## src/rtl/hazard_ctrl.sv

```systemverilog
// Hazard and stall controller for a five-stage forwarding pipeline: EX operand forwarding,
// load-use bubbles, data-memory wait freezing with timeout, and EX redirect flushes.
// Optional build macro HAZARD_PERF_EN adds 32-bit performance counters.
module hazard_ctrl #(
  parameter int MEM_TIMEOUT = 64
) (
  input  logic       i_clk,
  input  logic       i_rst_n,
  input  logic [4:0] rs1_addr_D,
  input  logic [4:0] rs2_addr_D,
  input  logic       rs1_used_D,
  input  logic       rs2_used_D,
  input  logic [4:0] rs1_addr_E,
  input  logic [4:0] rs2_addr_E,
  input  logic [4:0] rd_addr_E,
  input  logic [4:0] rd_addr_M,
  input  logic [4:0] rd_addr_W,
  input  logic       rd_wren_E,
  input  logic       rd_wren_M,
  input  logic       rd_wren_W,
  input  logic [1:0] wb_sel_E,
  input  logic       pc_sel_E,
  input  logic       mem_req_M,
  input  logic       mem_ack_M,
  output logic       o_stall_F,
  output logic       o_stall_D,
  output logic       o_stall_E,
  output logic       o_stall_M,
  output logic       o_flush_D,
  output logic       o_flush_E,
  output logic       o_flush_W,
  output logic [1:0] o_fwd_a_sel,
  output logic [1:0] o_fwd_b_sel,
  output logic [1:0] o_state,
  output logic       o_mem_timeout
`ifdef HAZARD_PERF_EN
  ,
  output logic [31:0] o_ldstall_cnt,
  output logic [31:0] o_mwait_cnt,
  output logic [31:0] o_redirect_cnt
`endif
);

  localparam int CW = $clog2(MEM_TIMEOUT + 1);
  localparam logic [CW-1:0] CNT_LIMIT = CW'(MEM_TIMEOUT);

  localparam logic [1:0] S_RUN     = 2'b00;
  localparam logic [1:0] S_LDSTALL = 2'b01;
  localparam logic [1:0] S_MWAIT   = 2'b10;

  logic [1:0]    state;
  logic [1:0]    state_nxt;
  logic [CW-1:0] wait_cnt;

  logic in_mwait;
  logic in_ldstall;
  logic memwait;
  logic timeout_hit;
  logic hold;
  logic load_use;
  logic redirect_act;
  logic load_use_act;

  // M result is younger than W, so it wins when both match.
  function automatic logic [1:0] fwd_sel(input logic [4:0] src,
                                         input logic [4:0] rd_m, input logic wren_m,
                                         input logic [4:0] rd_w, input logic wren_w);
    if (wren_m && rd_m != 5'd0 && rd_m == src)      return 2'b01;
    else if (wren_w && rd_w != 5'd0 && rd_w == src) return 2'b10;
    else                                            return 2'b00;
  endfunction

  assign o_fwd_a_sel = fwd_sel(rs1_addr_E, rd_addr_M, rd_wren_M, rd_addr_W, rd_wren_W);
  assign o_fwd_b_sel = fwd_sel(rs2_addr_E, rd_addr_M, rd_wren_M, rd_addr_W, rd_wren_W);

  assign in_mwait   = (state == S_MWAIT);
  assign in_ldstall = (state == S_LDSTALL);
  assign memwait    = mem_req_M & ~mem_ack_M;

  assign load_use = (wb_sel_E == 2'b01) && rd_wren_E && (rd_addr_E != 5'd0) &&
                    ((rs1_used_D && rs1_addr_D == rd_addr_E) ||
                     (rs2_used_D && rs2_addr_D == rd_addr_E));

  // The timeout cycle releases the pipeline outright; the stuck access is abandoned.
  assign timeout_hit  = in_mwait & ~mem_ack_M & (wait_cnt == CNT_LIMIT);
  assign hold         = ~timeout_hit & (memwait | (in_mwait & ~mem_ack_M));
  assign redirect_act = ~hold & ~timeout_hit & pc_sel_E;
  assign load_use_act = ~hold & ~timeout_hit & ~pc_sel_E & ~in_ldstall & load_use;

  assign o_stall_F = hold | load_use_act;
  assign o_stall_D = hold | load_use_act;
  assign o_stall_E = hold;
  assign o_stall_M = hold;
  assign o_flush_D = redirect_act;
  assign o_flush_E = redirect_act | load_use_act;
  assign o_flush_W = hold;
  assign o_state   = state;

  // NOTE: always_comb gives every output a default first so no path can infer a latch.
  always_comb begin
    state_nxt = S_RUN;
    if (hold)              state_nxt = S_MWAIT;
    else if (load_use_act) state_nxt = S_LDSTALL;
  end

  // NOTE: sequential state uses non-blocking assignments so all registers update together.
  always_ff @(posedge i_clk or negedge i_rst_n) begin
    if (!i_rst_n) begin
      state         <= S_RUN;
      wait_cnt      <= '0;
      o_mem_timeout <= 1'b0;
    end else begin
      state <= state_nxt;
      if (hold) begin
        if (!in_mwait)                wait_cnt <= '0;
        else if (wait_cnt != CNT_LIMIT) wait_cnt <= wait_cnt + CW'(1);
      end
      if (timeout_hit) o_mem_timeout <= 1'b1;
    end
  end

`ifdef HAZARD_PERF_EN
  always_ff @(posedge i_clk or negedge i_rst_n) begin
    if (!i_rst_n) begin
      o_ldstall_cnt  <= '0;
      o_mwait_cnt    <= '0;
      o_redirect_cnt <= '0;
    end else begin
      if (load_use_act) o_ldstall_cnt  <= o_ldstall_cnt + 32'd1;
      if (hold)         o_mwait_cnt    <= o_mwait_cnt + 32'd1;
      if (redirect_act) o_redirect_cnt <= o_redirect_cnt + 32'd1;
    end
  end
`endif

endmodule

```

## config.mk

```make
export PLATFORM = sky130hd
export DESIGN_NAME = hazard_ctrl
export DESIGN_NICKNAME = d
export VERILOG_FILES = /design/src/rtl/hazard_ctrl.sv
export SDC_FILE = /design/constraint.sdc
export NUM_CORES = 1
export LEC_CHECK = 0
export ABC_AREA = 1
export CAP_MARGIN = 20
export CORE_ASPECT_RATIO = 0.75
export CORE_MARGIN = 2
export CORE_UTILIZATION = 23
export CTS_CLUSTER_DIAMETER = 150
export DETAILED_ROUTE_END_ITERATION = 7
export GPL_ROUTABILITY_DRIVEN = 0
export PLACE_DENSITY_LB_ADDON = 0.25
export RECOVER_POWER = 100
export SLEW_MARGIN = 20
export SYNTH_ARGS = -nofsm -noshare
export SYNTH_HDL_FRONTEND = slang
export SYNTH_SLANG_ARGS = --single-unit
```

## constraint.sdc

```tcl
create_clock -name i_clk -period 1.8 [get_ports i_clk]
set_clock_uncertainty 0.2 [all_clocks]
set_input_delay 0.36 -clock i_clk [delete_from_list [all_inputs] [get_ports i_clk]]
set_output_delay 0.36 -clock i_clk [all_outputs]
set_load 0.03 [all_outputs]
```

==> metrics <==
outcome finished, violations left; violated checks setup timing; initial cell density of the core 23.8%; Die Y-Extent 65.5 um; worst supply voltage drop on vdd 0.000219 V; Synth-to-Final Area Change 84.1%; maximum net fanout on the critical path 4; area occupied by registers 253 sq um; Post-Syn Area 0.00116 sq mm; total count of hold-check failures in the final report 0; share of the synthesized area in the top cell type 21.6%; crit path setup slack, layout -0.210 ns; number of DRC violations after detailed-routing iteration 0 60; drt first pass iters 4; Post-Place Cells 323; HP Start o_mem_timeout$_DFFE_PN0P_; crit path launch type flip-flop; Horiz. Die Dim 86 um; kind of critical path reg -> out; wire length of the first global-routing pass 5980 um; fin util 43.8%; total CTS buffers 3; clock tree from TritonCTS yes; number of top-level design ports 61; sequential share of the synthesized area 21.6%; worst-case register-to-register setup slack 0.11 ns; top flip-flop cell by instance count after synthesis sky130_fd_sc_hd__dfrtp_1; area of the core region 0.00487 sq mm; CP Cell Sequence inv_2 -> ha_4 -> nand2_2 -> nor2_2 -> nand3_2 -> nand2_8 -> clkinv_8 -> buf_6; highest clock frequency the design can meet 497 MHz; worst slew slack as a fraction of its limit 66.8%; final global-route overflow total 0; DRC violation count after routing 0; number of max-slew violations in the final report 0; final-report setup violation count 6; Clk pin slew, worst setup/hold paths 0.05 ns; crit path capture type output port; net count reported at finish 323; library cell occupying the most area in the post-synthesis netlist sky130_fd_sc_hd__dfrtp_1; area occupied by multi-input gates 961 sq um; antenna-violating nets left 0; # hold bufs at CTS 0; max-capacitance violation count 0; Leakage 1.12 nW; wire length per cell after detailed routing 10.3 um; cell with the biggest individual delay on the critical path sky130_fd_sc_hd__dfrtp_1; non-filler instance count after layout 333; maximum number of pins on one net before global-route repair 11; cell at the root of the clock tree sky130_fd_sc_hd__clkbuf_8; worst hold path stage count 1; areal power density over the cells 430 mW/mm^2; CTS Sinks 10; detailed-route via count 1353; setup repair after global routing missed its margin yes; Gate Count Post-Synth 187; count of flip-flops with a built-in enable after synthesis 0; maximum root-to-sink buffer count 2; minimum period implied by the final worst setup slack 2.01 ns; total power of the final layout 0.000918 W; endpoint of the most critical register-to-register path wait_cnt[4]$_DFFE_PN0P_; Reg2Reg Launch Point wait_cnt[0]$_DFFE_PN0P_; capture endpoint of the worst hold path o_mem_timeout$_DFFE_PN0P_; transition time at the pin with the least slew margin 0.496 ns; clock latency reported for the late side of the worst-skew pair 0.23 ns; number of levels the H-tree was split into 1; Routed WL 3450 um; mean number of vias per cell 4.06; data arrival time of the worst path 1.45 ns; nets in the synthesized netlist 236; total of fill cells in the finished design 521; post-detailed-placement half-perimeter wirelength 2830 um; number of distinct library cells after synthesis 22; critical path required time 1.24 ns; R2R depth 9; initial antenna violation count 0; top area cells in the synthesized netlist sky130_fd_sc_hd__dfrtp_1 22%, sky130_fd_sc_hd__nand2_1 20%, sky130_fd_sc_hd__xnor2_1 14%; share of flip-flops with an asynchronous set or reset 100%; Avg Inst Size Synth 6.20 sq um; area of the die 0.00563 sq mm; final clock period utilization by the worst path 112%; all-layer global routing usage 13.2%; Seq cells post-synth 10; number of rows created at floorplan 22; finished layout cell area 0.00214 sq mm; fraction of layout instances using a drive strength above 1 37.7%; number of antenna diodes 0; kind of path behind the tightest hold check reg -> reg; Worst path max stage delay 0.39 ns; count of input and output buffers 60; Post-Route Hold Slack 0.276 ns; vias in the first global route 1388; post-placement cell area 0.00199 sq mm; warning count from the yosys run 0
==> sequential cells by signal (all words and copies together), names as in the netlist <==
| signal | count |
|---|---|
| wait_cnt | 7 |
| o_mem_timeout | 1 |
| o_state | 2 |
==> synthesized netlist by cell type, types with 3 or more instances <==
library cell               n
sky130_fd_sc_hd__xnor2_1  19
sky130_fd_sc_hd__nand2_1  62
sky130_fd_sc_hd__nor3_1    3
sky130_fd_sc_hd__o21ai_1   4
sky130_fd_sc_hd__nand3_1  11
sky130_fd_sc_hd__nand4_1   4
sky130_fd_sc_hd__xor2_1    4
sky130_fd_sc_hd__buf_4     3
sky130_fd_sc_hd__dfrtp_1  10
sky130_fd_sc_hd__nor2_1   28
sky130_fd_sc_hd__inv_2     7
sky130_fd_sc_hd__inv_1    18
==> worst max-delay path, delay by kind of cell, from the launching register on <==
family | cells | cell delay (ns)
simple gates | 4 | 0.42
flops | 1 | 0.39
buf+inv | 3 | 0.27
fa+ha+maj | 1 | 0.13
==> power by group <==
group / total [W] / leakage (nW) / switching [W] / internal (W)
registers: 0.000241 / 0.132 / 0.00000618 / 0.000235
logic: 0.000437 / 0.970 / 0.000212 / 0.000225
clock network: 0.000240 / 0.0228 / 0.0000848 / 0.000155
==> cell families after synthesis <==
logic type               synth area share [%]
AND/OR/NAND/NOR                          43.6
AO/OA/AOI/OAI                            4.53
buffers and inverters                    10.8
flip-flops                               21.6
XOR/XNOR                                 17.4
adder cells (fa/ha/maj)                  2.16
==> timing repair <==
action,in CTS,in global routing
setup endpoints to repair,14,11
buffers inserted,4,2
gates resized for setup,115,28
pin swaps,45,27
==> layer usage <==
layer | vias to the layer above | global-route usage (%) | share of wire [%]
met4 | 0 | 1.19 | 0.23
met2 | 29 | 21.0 | 44
met5 | - | 0 | 0
met1 | 578 | 18.1 | 49
li1 | 744 | - | -
met3 | 2 | 4.27 | 6.5
==> worst max path at each step <==
stage                            startpoint             end  slack [ns]  cells past startpoint
floorplan                      rd_addr_M[1]  o_fwd_a_sel[1]       -0.07                      4
global placement               rd_addr_E[4]       o_stall_F       -0.40                     10
detailed placement             rd_addr_E[1]       o_stall_D       -0.42                     10
CTS                    o_state[1]$_DFF_PN0_       o_flush_E       -0.21                      8
global route        wait_cnt[0]$_DFFE_PN0P_       o_stall_E       -0.30                      8
finish              wait_cnt[0]$_DFFE_PN0P_       o_stall_E       -0.21                      8
==> stage by stage <==
stage,setup slack [ns],TNS (ns)
floorplan,-0.0651,-0.244
global placement,-0.405,-3.85
detailed placement,-0.418,-3.94
CTS,-0.208,-1.24
global route,-0.302,-1.86
finish,-0.210,-1.19
==> cell usage in the layout (no fill, tap or decap), types with 4 or more instances in the layout <==
master and n:
sky130_fd_sc_hd__xnor2_1 13, sky130_fd_sc_hd__nand2_1 55, sky130_fd_sc_hd__nand3_1 10, sky130_fd_sc_hd__clkbuf_2 4, sky130_fd_sc_hd__nor2_1 25, sky130_fd_sc_hd__buf_4 31, sky130_fd_sc_hd__dfrtp_1 8, sky130_fd_sc_hd__nand4_1 4
sky130_fd_sc_hd__xnor2_2 4, sky130_fd_sc_hd__xor2_1 4, sky130_fd_sc_hd__nand2_2 5, sky130_fd_sc_hd__buf_6 10, sky130_fd_sc_hd__buf_2 10, sky130_fd_sc_hd__inv_1 14, sky130_fd_sc_hd__dlygate4sd2_1 25, sky130_fd_sc_hd__inv_2 11
==> cell type report <==
type                            instances  area share (%)
Inverter                               26            5.16
Tap cell                               60            3.51
Sequential cell                        10            11.8
Clock buffer                            4            2.11
Timing Repair Buffer                   85            32.4
Multi-Input combinational cell        148            45.0
Power figures use the tool's default switching activity.
